### src/rtl/uart_tx.sv
// UART serial transmitter driven by an external one-clk bit-period tick.
// Frame: start bit, LSB-first data, optional parity, one or two stop bits; all outputs registered.
module uart_tx #(
    parameter int unsigned DATA_BITS  = 8,
    parameter int unsigned PARITY_EN  = 0,
    parameter int unsigned PARITY_ODD = 0,
    parameter int unsigned STOP_BITS  = 1
) (
    input  logic                 clk,
    input  logic                 rst,
    input  logic                 bps_tick,
    input  logic                 tx_start,
    input  logic [DATA_BITS-1:0] tx_data,
    output logic                 tx_busy,
    output logic                 tx_done,
    output logic                 txd
);

    localparam int unsigned CW = $clog2(DATA_BITS + 1);

    typedef enum logic [2:0] {
        IDLE,
        ARM,
        START,
        DATA,
        PARITY,
        STOP
    } state_t;

    state_t               r_state, w_state_nx;
    logic [DATA_BITS-1:0] r_shift, w_shift_nx;
    logic [CW-1:0]        r_cnt,   w_cnt_nx;
    logic                 r_par,   w_par_nx;
    logic                 r_txd,   w_txd_nx;
    logic                 r_busy,  w_busy_nx;
    logic                 r_done,  w_done_nx;

    always_ff @(posedge clk or negedge rst) begin
        if (!rst) begin
            r_state <= IDLE;
            r_shift <= '0;
            r_cnt   <= '0;
            r_par   <= 1'b0;
            r_txd   <= 1'b1;
            r_busy  <= 1'b0;
            r_done  <= 1'b0;
        end else begin
            r_state <= w_state_nx;
            r_shift <= w_shift_nx;
            r_cnt   <= w_cnt_nx;
            r_par   <= w_par_nx;
            r_txd   <= w_txd_nx;
            r_busy  <= w_busy_nx;
            r_done  <= w_done_nx;
        end
    end

    // Each branch computes the txd value for the *next* bit so the line stays registered.
    always_comb begin
        w_state_nx = r_state;
        w_shift_nx = r_shift;
        w_cnt_nx   = r_cnt;
        w_par_nx   = r_par;
        w_txd_nx   = r_txd;
        w_busy_nx  = r_busy;
        w_done_nx  = 1'b0;

        unique case (r_state)
            IDLE: begin
                w_txd_nx = 1'b1;
                if (tx_start && !r_busy) begin
                    w_state_nx = ARM;
                    w_shift_nx = tx_data;
                    w_par_nx   = (^tx_data) ^ (PARITY_ODD != 0);
                    w_cnt_nx   = '0;
                    w_busy_nx  = 1'b1;
                end
            end
            ARM: begin
                if (bps_tick) begin
                    w_state_nx = START;
                    w_txd_nx   = 1'b0;
                end
            end
            START: begin
                if (bps_tick) begin
                    w_state_nx = DATA;
                    w_txd_nx   = r_shift[0];
                end
            end
            DATA: begin
                if (bps_tick) begin
                    w_shift_nx = r_shift >> 1;
                    if (r_cnt == CW'(DATA_BITS - 1)) begin
                        w_cnt_nx = '0;
                        if (PARITY_EN != 0) begin
                            w_state_nx = PARITY;
                            w_txd_nx   = r_par;
                        end else begin
                            w_state_nx = STOP;
                            w_txd_nx   = 1'b1;
                        end
                    end else begin
                        w_cnt_nx = r_cnt + 1'b1;
                        w_txd_nx = r_shift[1];
                    end
                end
            end
            PARITY: begin
                if (bps_tick) begin
                    w_state_nx = STOP;
                    w_txd_nx   = 1'b1;
                    w_cnt_nx   = '0;
                end
            end
            STOP: begin
                w_txd_nx = 1'b1;
                if (bps_tick) begin
                    if (r_cnt == CW'(STOP_BITS - 1)) begin
                        w_state_nx = IDLE;
                        w_cnt_nx   = '0;
                        w_busy_nx  = 1'b0;
                        w_done_nx  = 1'b1;
                    end else begin
                        w_cnt_nx = r_cnt + 1'b1;
                    end
                end
            end
            default: begin
                w_state_nx = IDLE;
                w_txd_nx   = 1'b1;
                w_busy_nx  = 1'b0;
            end
        endcase
    end

    assign txd     = r_txd;
    assign tx_busy = r_busy;
    assign tx_done = r_done;

endmodule
### config.mk
export PLATFORM = sky130hd
export DESIGN_NAME = uart_tx
export DESIGN_NICKNAME = d
export VERILOG_FILES = /design/src/rtl/uart_tx.sv
export SDC_FILE = /design/constraint.sdc
export NUM_CORES = 1
export LEC_CHECK = 0
export BUFFER_PORTS_ARGS = -buffer_cell sky130_fd_sc_hd__buf_2
export CAP_MARGIN = 25
export CORE_ASPECT_RATIO = 1.4
export CORE_MARGIN = 2
export CORE_UTILIZATION = 55
export DETAILED_ROUTE_END_ITERATION = 8
export HOLD_SLACK_MARGIN = 0.1
export PLACE_DENSITY = 0.78
export SLEW_MARGIN = 20
export SYNTH_ARGS = -nofsm -noshare
export SYNTH_HDL_FRONTEND = slang
export SYNTH_SLANG_ARGS = --single-unit
### constraint.sdc
create_clock -name clk -period 2.51 [get_ports clk]
set_input_delay 0.6275 -clock clk [delete_from_list [all_inputs] [get_ports clk]]
set_output_delay 0.6275 -clock clk [all_outputs]
set_load 0.01 [all_outputs]
==> results of run 1 <==
==> final cells by class <==
cell class,instances,share of cell area
clock buffers,4,0.03212
inverters,5,0.01661
multi-input cells,77,0.4673
flip-flops and latches,18,0.3998
well taps,20,0.02215
repair buffers,14,0.06202
==> cells in the final DEF, fill, tap and decap left out, drive strengths merged, types with 2 or more instances in the layout <==
cell    count
nor2       14
a21oi      13
buf        14
o221ai      2
nand3b      2
nand2b      2
nand2       3
nor3        5
mux2i       8
inv         5
dfrtp      17
nand4       2
nor2b       2
o21ai       6
ha          2
clkbuf      4
==> per-stage QoR <==
step | hold WS, ns | util | instances | total power [mW]
after CTS | 0.2494 | 0.6432 | 138 | 1.231
after global placement | 0.4945 | 0.6225 | 134 | 1.021
final | 0.2295 | 0.6432 | 138 | 1.224
after floorplan | 0.3319 | - | 105 | 0.9373
after global routing | 0.2706 | 0.6432 | 138 | 1.321
after detailed placement | 0.5058 | 0.6225 | 134 | 1.046
==> state kept, by name, summed over array words and instances (netlist names) <==
signal / count
r_shift: 8
r_cnt: 4
r_state: 3
tx_busy: 1
tx_done: 1
txd: 1
==> report_power, final <==
group | leakage (nW) | switching (mW) | total, mW | internal [mW]
Combinational | 0.259 | 0.270 | 0.518 | 0.248
Sequential | 0.209 | 0.116 | 0.520 | 0.404
Clock | 0.0210 | 0.0973 | 0.186 | 0.0886
Total | 0.488 | 0.484 | 1.22 | 0.740
==> critical path: stages, from the launching register on <==
cell,delay (ns)
dfrtp_1,0.52
or4b_4,0.64
o221ai_4,0.28
mux2i_1,0.25
nor3_2,0.07
==> worst min path at each step <==
stage,to
floorplan,r_cnt[0]
global placement,r_shift[7]
detailed placement,r_shift[7]
CTS,r_cnt[2]
global route,tx_done
finish,tx_done
==> cells by family (layout without fill, tap and decap cells) <==
group / after synthesis / after routing / synth area share
multiplexers: 9 / 9 / 0.08946
AND/OR/NAND/NOR: 38 / 38 / 0.2108
AO/OA/AOI/OAI: 27 / 27 / 0.1839
XOR/XNOR: 1 / 1 / 0.008580
flip-flops: 18 / 18 / 0.4424
adder cells (fa/ha/maj): 2 / 2 / 0.02451
buffers and inverters: 10 / 23 / 0.04044
==> per-layer routing <==
layer / global-route usage / vias up / part of all wire
met3: 0.02400 / 4 / 0.021
met1: 0.2959 / 387 / 0.46
met5: 0 / - / 0
met4: 0.08333 / 0 / 0.013
li1: - / 403 / -
met2: 0.3175 / 12 / 0.51
==> impl_results.md, run 1 <==
* Starting Density at 0.5812
* Critical path launch point: r_state[1]
* CP Capture Type: register
* Post-synth top cells: dfrtp_1 (17), nor2_1 (14), a21oi_1 (12)
* Diode count at 0
* Final net count at 133
* Port buffer count at 14
* Yosys top cell by area: dfrtp_1
* Via count at 806
* Synthesized flop and latch total at 18
* Number of synthesized flops with an enable pin at 0
* Largest net degree at the start of global routing at 19
* Synth async-reset ratio at 1.000
* Htree depth at 1
* Syn_area_per_cell at about 9.7 sq um
* Maximum clock frequency at 0.5332 GHz
* Row count at 18
* Power per cell area at 1083 nW/um^2
* Area growth, synth to finish at 10.66%
* Post-detail-place hpwl at 1339 microns
* CP Launch Type: register
* Post-CTS Setup Inserts at 0
* First-pass detailed-route iteration total at 4
* Clk slew on worst S/H paths at 0.11 ns
* Global-route wire length before repair at between 3000 and 4000 microns
* Post-route antenna net violation count at 0
* Largest cells by area after synthesis: dfrtp_1 (42%), mux2i_1 (7.8%), a21oi_1 (5.9%), nor2_1 (5.1%), o21ai_0 (2.9%)
* Fin crit share at 0.7472
* Worst setup margin at around 0.63 ns
* Yosys warns at 0
* Ys flop type: dfrtp_1
* Gr usage total at 0.2086
* Netlist Area Pre-Place at 1021 sq um
* Iter 0 DRT Violations at 12
* Slew HR at 0.6109
* Leakage dissipation at just under 0.5 nW
* Maximum root-to-sink buffer count at 2
* Post-CTS sizing at 0
* R2R Path Start: r_state[1]
* Worst vdd ir at 0.5819 mV
* Mapped Cells at 105
* Reg area at 451.7 sq um
* Vias in the first global route at 725
* Worst R2R End: r_cnt[3]
* Final clock skew at about 0.0046 ns
* Reg2Reg Setup Slack at 0.63 ns
* Hold_buf cts at 0
* Place WS at about 0.55 ns
* Max Slew Vio Count at 0
* Worst-Margin Slew at 0.5818 ns
* RSZ-0062 raised after global routing: false
* Total CTS buffers at 3
* CP max FO at 14
* Synth cell types at 36
* Gp weighted congestion at around 0.75
* FF-to-FF path depth at 4
* HP Class: in -> async
* Share of cells above drive strength 1 at 0.2119
* Final Instance Area at 1130 sq um
* Die Wd at between 40 and 50 microns
* Avg WL per Cell at 13.71 microns
* Filler cells at about 150
* Post-Syn Nets at 119
* CP Data Arrival Time at a little over 2 ns
* Hold Vio Cnt, Final at 0
* Die height at roughly 55 microns
* Antenna violations before repair at 0
* DRC at 0
* Max-cap violations at 0
* Clk root buf: clkbuf_4
* Status: complete, no violations
* Area of the multi-input gates at 528.0 sq um
* Final WL at 1892 microns
* Final min period at 1.875 ns
* Register area share after synthesis at 0.4424
* Required time of the critical path at around 2.7 ns
* Setup-failing EPs final at 0
* Dpl cell area at 1094 sq um
* Most frequent cell after synthesis: dfrtp_1
* Total grt overflow at 0
* DIE AREA at 2222 sq um
* CTS tree: done
* Via-to-Cell Ratio at 5.841
* Clk sink count at 18
* CP endpoint: r_cnt[3]
* Share of the synthesized area in the top cell type at 0.4167
* Core Area at 1757 sq um
* Setup TNS at 0 ns
* Clock latency on the worst-skew pair at about 0.30 ns
* Setup CP Type: reg -> reg
* IO Count at 15
Power figures use the tool's default switching activity.
==> run 2: changes to the inputs <==
- CORE_UTILIZATION: 55 -> 49
- PLACE_DENSITY: 0.78 -> 0.74
- clock period: 2.51 -> 1.6 ns (I/O delays scaled with it)
==> run 2 against run 1 <==
The flow now finishes with violations (setup timing). Worst hold slack improved by 0.15 ns. Wire length is 16% higher. Power grew 86%. Sequential share of layout area decreased by 6.0 points. Register-to-register slack worse by 0.71 ns. Sequential power increased by 42%. Worst setup slack lost 0.71 ns. Count of clock-buffer cells in the layout unchanged. Highest routed layer unchanged.
==> impl_results.md, run 2 (synthesized netlist as in run 1, its figures left out) <==
* Status: finished, violations left
* Failing checks: setup timing
* Commonest non-fill, non-tap cell in the layout: dfrtp_1
* Dpl cell area at 1207 sq um
* Post-detail-place hpwl at ~1600 microns
* Gp weighted congestion at 0.8360
* Die Wd at 42.58 microns
* Hold EP: r_shift[7]
* Cells on Worst Hold Path at 3
* Hold Vio Cnt, Final at 0
* Clk root buf: clkbuf_4
* Post-route antenna net violation count at 0
* DIE AREA at approximately 2500 sq um
* Net Sw Frac at 0.3808
* First-pass detailed-route iteration total at 5
* FF-to-FF path depth at 4
* Starting Density at 0.5174
* Required time of the critical path at 1.78 ns
* Worst-Margin Slew at 0.3945 ns
* Top reg by flops: r_shift
* Iter 0 DRT Violations at 8
* Final clock skew at roughly 0.0037 ns
* Place WS at -0.1663 ns
* PnR Total Power at between 2 and 2.5 mW
* CP max FO at 6
* Largest net degree at the start of global routing at 19
* Max-cap violations at 0
* Final WL at 2189 microns
* CTS tree: done
* Setup-failing EPs final at 12
* Clk slew on worst S/H paths at 0.10 ns
* Final net count at 149
* Comb pwr share at 0.575
* Setup CP Type: reg -> reg
* Avg WL per Cell at ~14 microns
* DRC at 0
* Sequential power share at 0.324
* Largest register FFs at 8
* Die height at approximately 58 microns
* Worst setup margin at -0.07720 ns
* Clk sink count at 18
* RSZ-0062 raised after global routing: true
* Max Slew Vio Count at 0
* Placed insts at between 100 and 150
* Area growth, synth to finish at 30.02%
* CP Launch Type: register
* Vias in the first global route at 820
* Hold_ws at 0.3826 ns
* Total CTS buffers at 3
* Slew HR at 0.7370
* IO Count at 15
* Fin crit share at 1.048
* P_int at 1.406 mW
* Worst R2R End: r_cnt[3]
* Row count at 19
* Hold Path Origin: tx_data[7]
* Finished Layout Cells at 155
* Maximum clock frequency at 0.5962 GHz
* Final min period at 1.677 ns
* Via count at 869
* HP Class: in -> reg
* Total grt overflow at 0
* Via-to-Cell Ratio at 5.606
* Diode count at 0
* CP Data Arrival Time at 1.86 ns
* Global-route wire length before repair at 3712 microns
* Leakage dissipation at 0.5676 nW
* Setup TNS at -0.3726 ns
* Maximum root-to-sink buffer count at 2
* Antenna violations before repair at 0
* P_sw at between 0.8 and 0.9 mW
* Core Area at around 2000 sq um
* Clock Power Share at 0.101
* Clock latency on the worst-skew pair at 0.28 ns
* Final Instance Area at 1328 sq um
* Share of cells above drive strength 1 at 0.3881
* Port buffer count at 14
* Htree depth at 1
* Gr usage total at 0.1975
* Power per cell area at 1711 nW/um^2
* Reg2Reg Setup Slack at -0.08 ns
* Most frequent cells in the layout: dfrtp_1 (17), nor2_1 (14), buf_2 (14), a21oi_1 (12), buf_4 (12)
* Post-layout util at 0.6728
* Worst vdd ir at 1.089 mV
* Largest registers: r_shift x8, r_cnt x4, r_state x3
* R2R Path Start: tx_busy
* CP Capture Type: register
==> run 2: how the worst max path moves through the flow <==
stage                            end  cells after the start  startpoint
after detailed placement     tx_busy                      6    r_cnt[1]
after CTS                 r_shift[0]                      6     tx_busy
after floorplan             r_cnt[3]                      4  r_state[1]
after global routing        r_cnt[3]                      4     tx_busy
after global placement      r_cnt[3]                      5    tx_start
final                       r_cnt[3]                      4     tx_busy
==> run 2: layer usage <==
metal  part of all wire  track usage
met1               0.42       0.2571
met2               0.55       0.3253
met3              0.027      0.03738
met4             0.0096      0.07589
met5                  0            0
==> run 2: power groups by stage <==
| stage | clock network (mW) | logic (mW) | registers [mW] |
|---|---|---|---|
| 3_3_place_gp | 0 | 1.11 | 0.737 |
| 3_5_place_dp | 0 | 1.15 | 0.745 |
| 4_1_cts | 0.242 | 1.21 | 0.736 |
| 6_report | 0.229 | 1.31 | 0.736 |
| 5_1_grt | 0.257 | 1.44 | 0.759 |
| 2_1_floorplan | 0 | 0.723 | 0.761 |
==> run 2: what timing repair did <==
action                                  4_1_cts  5_1_grt
hold buffers                                  1        0
endpoints found under the setup margin        6       14
pin swaps                                     7        8
setup buffers                                 2        1
hold endpoints to repair                     17        0
gates resized for setup                      10       12
==> run 2: area by class of cell <==
cell class                 count  area, sq um
inverter                       5        18.77
sequential                    18        451.7
fill                         163        645.6
multi-input combinational     77        591.8
timing repair buffer          30        212.7
clock buffer                   4        26.28
tap                           21        26.28
==> run 2: critical path: stages (launching register included) <==
cell and delay, ns:
dfrtp_1 0.39, or4b_4 0.57, o221ai_4 0.29, mux2i_2 0.28
nor3_2 0.05
